==> config.mk <==
export PLATFORM = sky130hd
export DESIGN_NAME = ca_code_gen
export DESIGN_NICKNAME = d
export VERILOG_FILES = /design/src/rtl/ca_code_gen.sv
export SDC_FILE = /design/constraint.sdc
export NUM_CORES = 1
export LEC_CHECK = 0
export ABC_AREA = 1
export CAP_MARGIN = 20
export CORE_ASPECT_RATIO = 1.4
export CORE_MARGIN = 2
export CORE_UTILIZATION = 45
export DETAILED_ROUTE_END_ITERATION = 12
export GPL_TIMING_DRIVEN = 0
export PLACE_DENSITY = 0.71
export SYNTH_ARGS = -nofsm -noshare
export SYNTH_HDL_FRONTEND = slang
export SYNTH_SLANG_ARGS = --single-unit
==> constraint.sdc <==
create_clock -name clk -period 1.7 [get_ports clk]
set_input_delay 0.17 -clock clk [delete_from_list [all_inputs] [get_ports clk]]
set_output_delay 0.17 -clock clk [all_outputs]
set_load 0.03 [all_outputs]
==> src/rtl/ca_code_gen.sv <==
// GPS L1 C/A code generator: G1/G2 LFSRs stepped once per chip (every second half-chip enable),
// early/prompt/late replicas at half-chip spacing, full-chip enable and 1 ms epoch dump.
// Latency: one clk from an accepted hc_enable to replicas/strobes. No backpressure: hc_enable is
// swallowed while a slew is pending. Optional slew logic is built only when CODE_SLEW_EN is defined.
module ca_code_gen #(
  parameter logic [7:0]  PRN_RESET_KEY = 8'h26,
  parameter int unsigned SLEW_W        = 11
) (
  input  logic              clk,
  input  logic              rst,
  input  logic              hc_enable,
  input  logic              prn_key_enable,
  input  logic [7:0]        prn_key,
  input  logic              slew_enable,
  input  logic [SLEW_W-1:0] slew,
  input  logic              tic_enable,
  output logic              early,
  output logic              prompt,
  output logic              late,
  output logic              fc_enable,
  output logic              dump_enable,
  output logic              slewing,
  output logic [10:0]       code_phase
);

  localparam logic [9:0] CHIP_LAST = 10'd1022;

  logic [7:0]  key_q;
  logic [10:1] g1_q;
  logic [10:1] g2_q;
  logic [2:0]  srq_q;
  logic        hc_phase_q;
  logic [9:0]  chip_cnt_q;

  logic        slew_busy;
  logic        advance;
  logic        ca;
  logic        g1_fb;
  logic        g2_fb;

  // G2 tap select; indices outside 1..10 contribute nothing to the code
  function automatic logic g2_tap(input logic [10:1] g, input logic [3:0] idx);
    logic t;
    t = 1'b0;
    for (int i = 1; i <= 10; i++) begin
      if (idx == 4'(i)) t = g[i];
    end
    return t;
  endfunction

  assign g1_fb   = g1_q[3] ^ g1_q[10];
  assign g2_fb   = g2_q[2] ^ g2_q[3] ^ g2_q[6] ^ g2_q[8] ^ g2_q[9] ^ g2_q[10];
  assign ca      = g1_q[10] ^ g2_tap(g2_q, key_q[7:4]) ^ g2_tap(g2_q, key_q[3:0]);

  // A key load drops any coincident half-chip enable
  assign advance = hc_enable && !slew_busy && !prn_key_enable;

  assign early   = srq_q[0];
  assign prompt  = srq_q[1];
  assign late    = srq_q[2];

  // Code state: key load restarts the sequence, otherwise shift replicas each half-chip and step LFSRs each chip
  always_ff @(posedge clk or posedge rst) begin
    if (rst) begin
      key_q       <= PRN_RESET_KEY;
      g1_q        <= '1;
      g2_q        <= '1;
      srq_q       <= '0;
      hc_phase_q  <= 1'b0;
      chip_cnt_q  <= '0;
      fc_enable   <= 1'b0;
      dump_enable <= 1'b0;
    end else begin
      fc_enable   <= 1'b0;
      dump_enable <= 1'b0;
      if (prn_key_enable) begin
        key_q      <= prn_key;
        g1_q       <= '1;
        g2_q       <= '1;
        srq_q      <= '0;
        hc_phase_q <= 1'b0;
        chip_cnt_q <= '0;
      end else if (advance) begin
        srq_q      <= {srq_q[1:0], ca};
        hc_phase_q <= ~hc_phase_q;
        if (hc_phase_q) begin
          fc_enable <= 1'b1;
          if (chip_cnt_q == CHIP_LAST) begin
            // Epoch boundary: reload both registers rather than relying on the natural 1023 wrap
            chip_cnt_q  <= '0;
            g1_q        <= '1;
            g2_q        <= '1;
            dump_enable <= 1'b1;
          end else begin
            chip_cnt_q <= chip_cnt_q + 10'd1;
            g1_q       <= {g1_q[9:1], g1_fb};
            g2_q       <= {g2_q[9:1], g2_fb};
          end
        end
      end
    end
  end

  // TIC snapshot of the coarse phase, taken before any same-cycle advance
  always_ff @(posedge clk or posedge rst) begin
    if (rst) begin
      code_phase <= '0;
    end else if (tic_enable) begin
      code_phase <= {chip_cnt_q, hc_phase_q};
    end
  end

`ifdef CODE_SLEW_EN
  logic [SLEW_W-1:0] slew_cnt_q;
  logic [SLEW_W-1:0] slew_cnt_d;

  assign slew_busy = (slew_cnt_q != '0);

  // Next slew count: key load clears, a new load overrides (no decrement), else swallow one enable
  always_comb begin
    slew_cnt_d = slew_cnt_q;
    if (prn_key_enable) begin
      slew_cnt_d = '0;
    end else if (slew_enable) begin
      slew_cnt_d = slew;
    end else if (hc_enable && slew_busy) begin
      slew_cnt_d = slew_cnt_q - {{(SLEW_W-1){1'b0}}, 1'b1};
    end
  end

  // Slew counter and its registered busy flag
  always_ff @(posedge clk or posedge rst) begin
    if (rst) begin
      slew_cnt_q <= '0;
      slewing    <= 1'b0;
    end else begin
      slew_cnt_q <= slew_cnt_d;
      slewing    <= (slew_cnt_d != '0);
    end
  end
`else
  logic unused_slew;

  assign slew_busy   = 1'b0;
  assign slewing     = 1'b0;
  assign unused_slew = ^{slew_enable, slew};
`endif

endmodule

**Yosys cells after proc, flatten, opt, wreduce, memory -nomap -nowiden**

Cells that the tools add are included.

- Bitwise gates (word level): 9
- Reductions and logical operators: 5
- Add/sub/neg operators: 1
- Multiplexer cells: 43
- Equality and inequality tests: 21

Operator list:

| kind | count |
|---|---|
| two-way mux 10 bit | 12 |
| equality test 4 x 3 -> 1 bit, second input constant | 8 |
| two-way mux 1 bit | 29 |
| equality test 4 bit, second input constant | 6 |
| equality test 4 x 2 -> 1 bit, second input constant | 4 |
| adder 10 x 1 -> 10 bit, second input constant | 1 |
| equality test 10 bit, second input constant | 1 |
| equality test 4 x 1 -> 1 bit, second input constant | 2 |
| bitwise XOR 1 bit | 8 |
| two-way mux 3 bit | 2 |
| nonzero test 2 bit | 2 |
| AND reduction 2 bit | 1 |
| logical AND 1 bit | 1 |
| logical NOT 1 bit | 1 |
| inverter 1 bit | 1 |

- Register bits after elaboration: 55
- Word-level logic and storage cells: 88

**Depth between registers and ports, before layout**

- Word-level depth: 15
- Depth in mapped cells: 12
- Depth with buffers taken out: 12

**Least setup slack after synthesis**

OpenSTA, ideal clock, no wires.

- Kind: reg2reg
- From: register chip_cnt_q[0]
- To: register chip_cnt_q[7]
- Library setup time: 0.131 ns
- Data required time: 1.569 ns
- Buffers on the path: 0
- Period minus slack after synthesis: 1.331 ns
- Stages on the path, launching flop included: 10
- Setup slack: 0.369 ns
- Arrival: 1.200 ns
- Path through: dfrtp_1 > inv_2 > ha_1 > nand2_1 > nor2_2 > nand3_2 > nand2_2 > inv_1 > o21ai_0 > o22ai_1

- Cells in the longest elaborated chain, start to end: 5

Ends and longest elaborated chain:

| what | RTL line | source |
|---|---|---|
| start: declaration | 33 | `logic [9:0] chip_cnt_q;` |
| start signal: assignment | 95 | `chip_cnt_q <= chip_cnt_q + 10'd1;` |
| adder 10 x 1 -> 10 bit / equality test 10 bit (equally long branches) | 95, 88 |  |
| two-way mux 10 bit * | 88 | `if (chip_cnt_q == CHIP_LAST) begin` |
| two-way mux 10 bit * | 86 | `if (hc_phase_q) begin` |
| two-way mux 10 bit * | 83 | `end else if (advance) begin` |
| two-way mux 10 bit * | 76 | `if (prn_key_enable) begin` |

Mark *: on every way between the ends. The rest lies on a longest branch, timed or not. The select of a mux whose other input is x is not followed.
A chain may end at the register's enable or synchronous reset.

**Final worst setup path**

- From: register chip_cnt_q[0]
- To: register chip_cnt_q[5]

The elaborated chain is that of the path after synthesis.

==> metrics.txt <==
status completed; Critical Path AT 1.76 ns; Worst Reg-to-Reg Cells 9; Total GRT Usage 19.5%; worst-path fanout max 8; Clock Root Buffer clkbuf_8; clock skew 0.00861 ns; Final TNS setup 0 ns; clock sinks 55; Area growth syn-to-layout 18.1%; kind of cell adding the most delay to the critical path simple AND/OR/NAND/NOR gates; CP Launch Point chip_cnt_q[0]; Post-Place Cells 409; Final GP Congestion 0.930; First DRT Iteration DRCs 100; Setup CP Type flop to flop; Post-Route WL 5.53 mm; FILL cells 516; yosys warns 0; GRT overflow 0; most frequent cells in the layout nand2_1 (66), nor2_1 (39), inv_1 (33), o21ai_0 (33), dfrtp_1 (32); die area 6460 um^2; initial antenna violation count 0; sequential share of the synthesized area 53.6%; ant diodes 0; Power per Cell Area 815 nW/um^2; period utilization 92.2%; largest net degree at the start of global routing 45; CP startpoint kind flop; post-synthesis cell type count 31; Final min period 1.57 ns; Worst Hold Class input pin to async pin; worst path cell trace inv_2, ha_1, nand2_1, nor2_2, nand3_2, nand2_4, inv_1, o21ai_0, o22ai_1; chip height 94.3 um; FF-to-FF Start chip_cnt_q[0]; worst-skew pair later-pin latency 0.31 ns; Rows 32; MaxCap Viol Count 0; area occupied by registers 1410 um^2; # DRC 0; Die W 68.5 um; Pleak 1.38 nW; drt via density 5.07; H-tree lvl count 2; vias in the first global route 2126; RSZ-0062 raised after global routing no; Nets 375; critical path depth 9; synthesis-stage register bit count 55; Post-Syn Nets 339; Final Core Density 55.6%; CTS buffer count 5; Buf/Inv on CP 2; Ports 42; met2 wire len 2.87 mm; Port Buffers 28; Final Hold Fails 0; Clock transition at path regs 0.10 ns; Post-Syn Area 2620 um^2; hpwl dp 3.98 mm; first-pass GRT wire length 9.59 mm; setup violators final 0; CP peak stage delay 0.43 ns; fin cells 417; worst path required time 1.89 ns; core area 5570 um^2; Mapped Cells 312; layout cells sized above 1 16.6%; VDD IR-drop max 0.000623 V; most common cell after layout, fill and taps aside nand2_1; hold_buf cts 0; Max Slew Vio Count 0; fin area 3100 um^2; multi-input logic area 1010 um^2; 1st-pass router iterations 4; slowest CP cell dfrtp_1; Placed Area 3010 um^2; CTS tree built; achievable frequency 0.638 GHz; crit end category flop; setup repair bufs after CTS 0; Met1 Routed Length 2.48 mm; WL/cell 13.3 um; met3 wire len 123 um; Starting Density 47.1%; vias 2114; overall power 0.00252 W; CTS Buffer Depth 2; antenna viol nets, final 0; DR top layer met4; Post-Syn Area per Cell 8.40 um^2
==> kinds of logic (layout without fill, tap and decap cells) <==
kind of cell | after synthesis | count (layout) | synth area share, %
other | 1 | 1 | 0.143
muxes | 1 | 1 | 0.430
buffers and inverters | 50 | 87 | 7.88
and+or+nand+nor | 131 | 131 | 21.0
DFF | 55 | 55 | 53.6
AOI/OAI and AO/OA | 64 | 64 | 13.3
adders and majority gates | 2 | 2 | 0.955
xor gates and xnor gates | 8 | 8 | 2.67
==> power breakdown <==
part	internal [W]	switching, W	total [W]
Clock	0.000289	0.000434	0.000724
Sequential	0.00137	0.0000452	0.00142
Combinational	0.000145	0.000233	0.000378
==> synthesized netlist by cell type (all sizes together) <==
library cell	number	area [um^2]
mux2	1	11.3
inv	40	150
a22o	1	8.76
o22ai	7	43.8
ha	2	25.0
conb	1	3.75
dfrtp	32	801
o21ai	36	188
nor2	42	170
xor2	4	35.0
buf	8	48.8
o31ai	1	7.51
nor3	3	20.0
o211ai	2	15.0
nand2	70	273
nand4	2	12.5
dfstp	23	604
clkbuf	2	7.51
nand3	14	75.1
xnor2	4	35.0
a21oi	17	85.1
==> registers in the layout, indices dropped and copies added, names as in the netlist <==
register     flops
code_phase      11
chip_cnt_q      10
g1_q            10
g2_q            10
key_q            8
srq_q            3
dump_enable      1
fc_enable        1
hc_phase_q       1
==> stage by stage <==
stage	hold slack, ns	worst slack [ns]
after floorplan	0.258	0.225
after global placement	0.465	-0.801
after detailed placement	0.449	0.0670
after CTS	0.108	0.0841
after global routing	0.120	0.0319
final	0.104	0.133
==> routing by layer <==
| layer | up-vias | GRT usage [%] |
|---|---|---|
| li1 | 1060 | - |
| met1 | 1016 | 25.0 |
| met3 | 7 | 3.24 |
| met4 | 0 | 5.50 |
| met2 | 31 | 33.0 |
| met5 | - | 0 |
==> worst paths after layout <==
check | endpoint | slack (ns)
setup / recovery | chip_cnt_q[5] | 0.13
hold / removal | key_q[0] | 0.10
setup reg to reg | chip_cnt_q[5] | 0.13
hold reg to reg | srq_q[2] | 0.49
max in group asynchronous | g2_q[6] | 1.02
min in group clk | key_q[5] | 0.37
==> what timing repair did <==
action                                 in CTS  in global routing
endpoints found under the hold margin       0                  0
setup endpoints to repair                   0                  3
gates resized for setup                     0                  1
==> cell type report <==
| cell class | instances | share of cell area, % |
|---|---|---|
| Inverter | 40 | 4.85 |
| Clock inverter | 2 | 0.404 |
| Tap cell | 68 | 2.75 |
| Multi-Input combinational cell | 207 | 32.7 |
| Timing Repair Buffer | 29 | 9.70 |
| Buffer | 10 | 1.82 |
| Sequential cell | 55 | 45.4 |
| Clock buffer | 6 | 2.34 |
(Power assumes the default switching activity.)
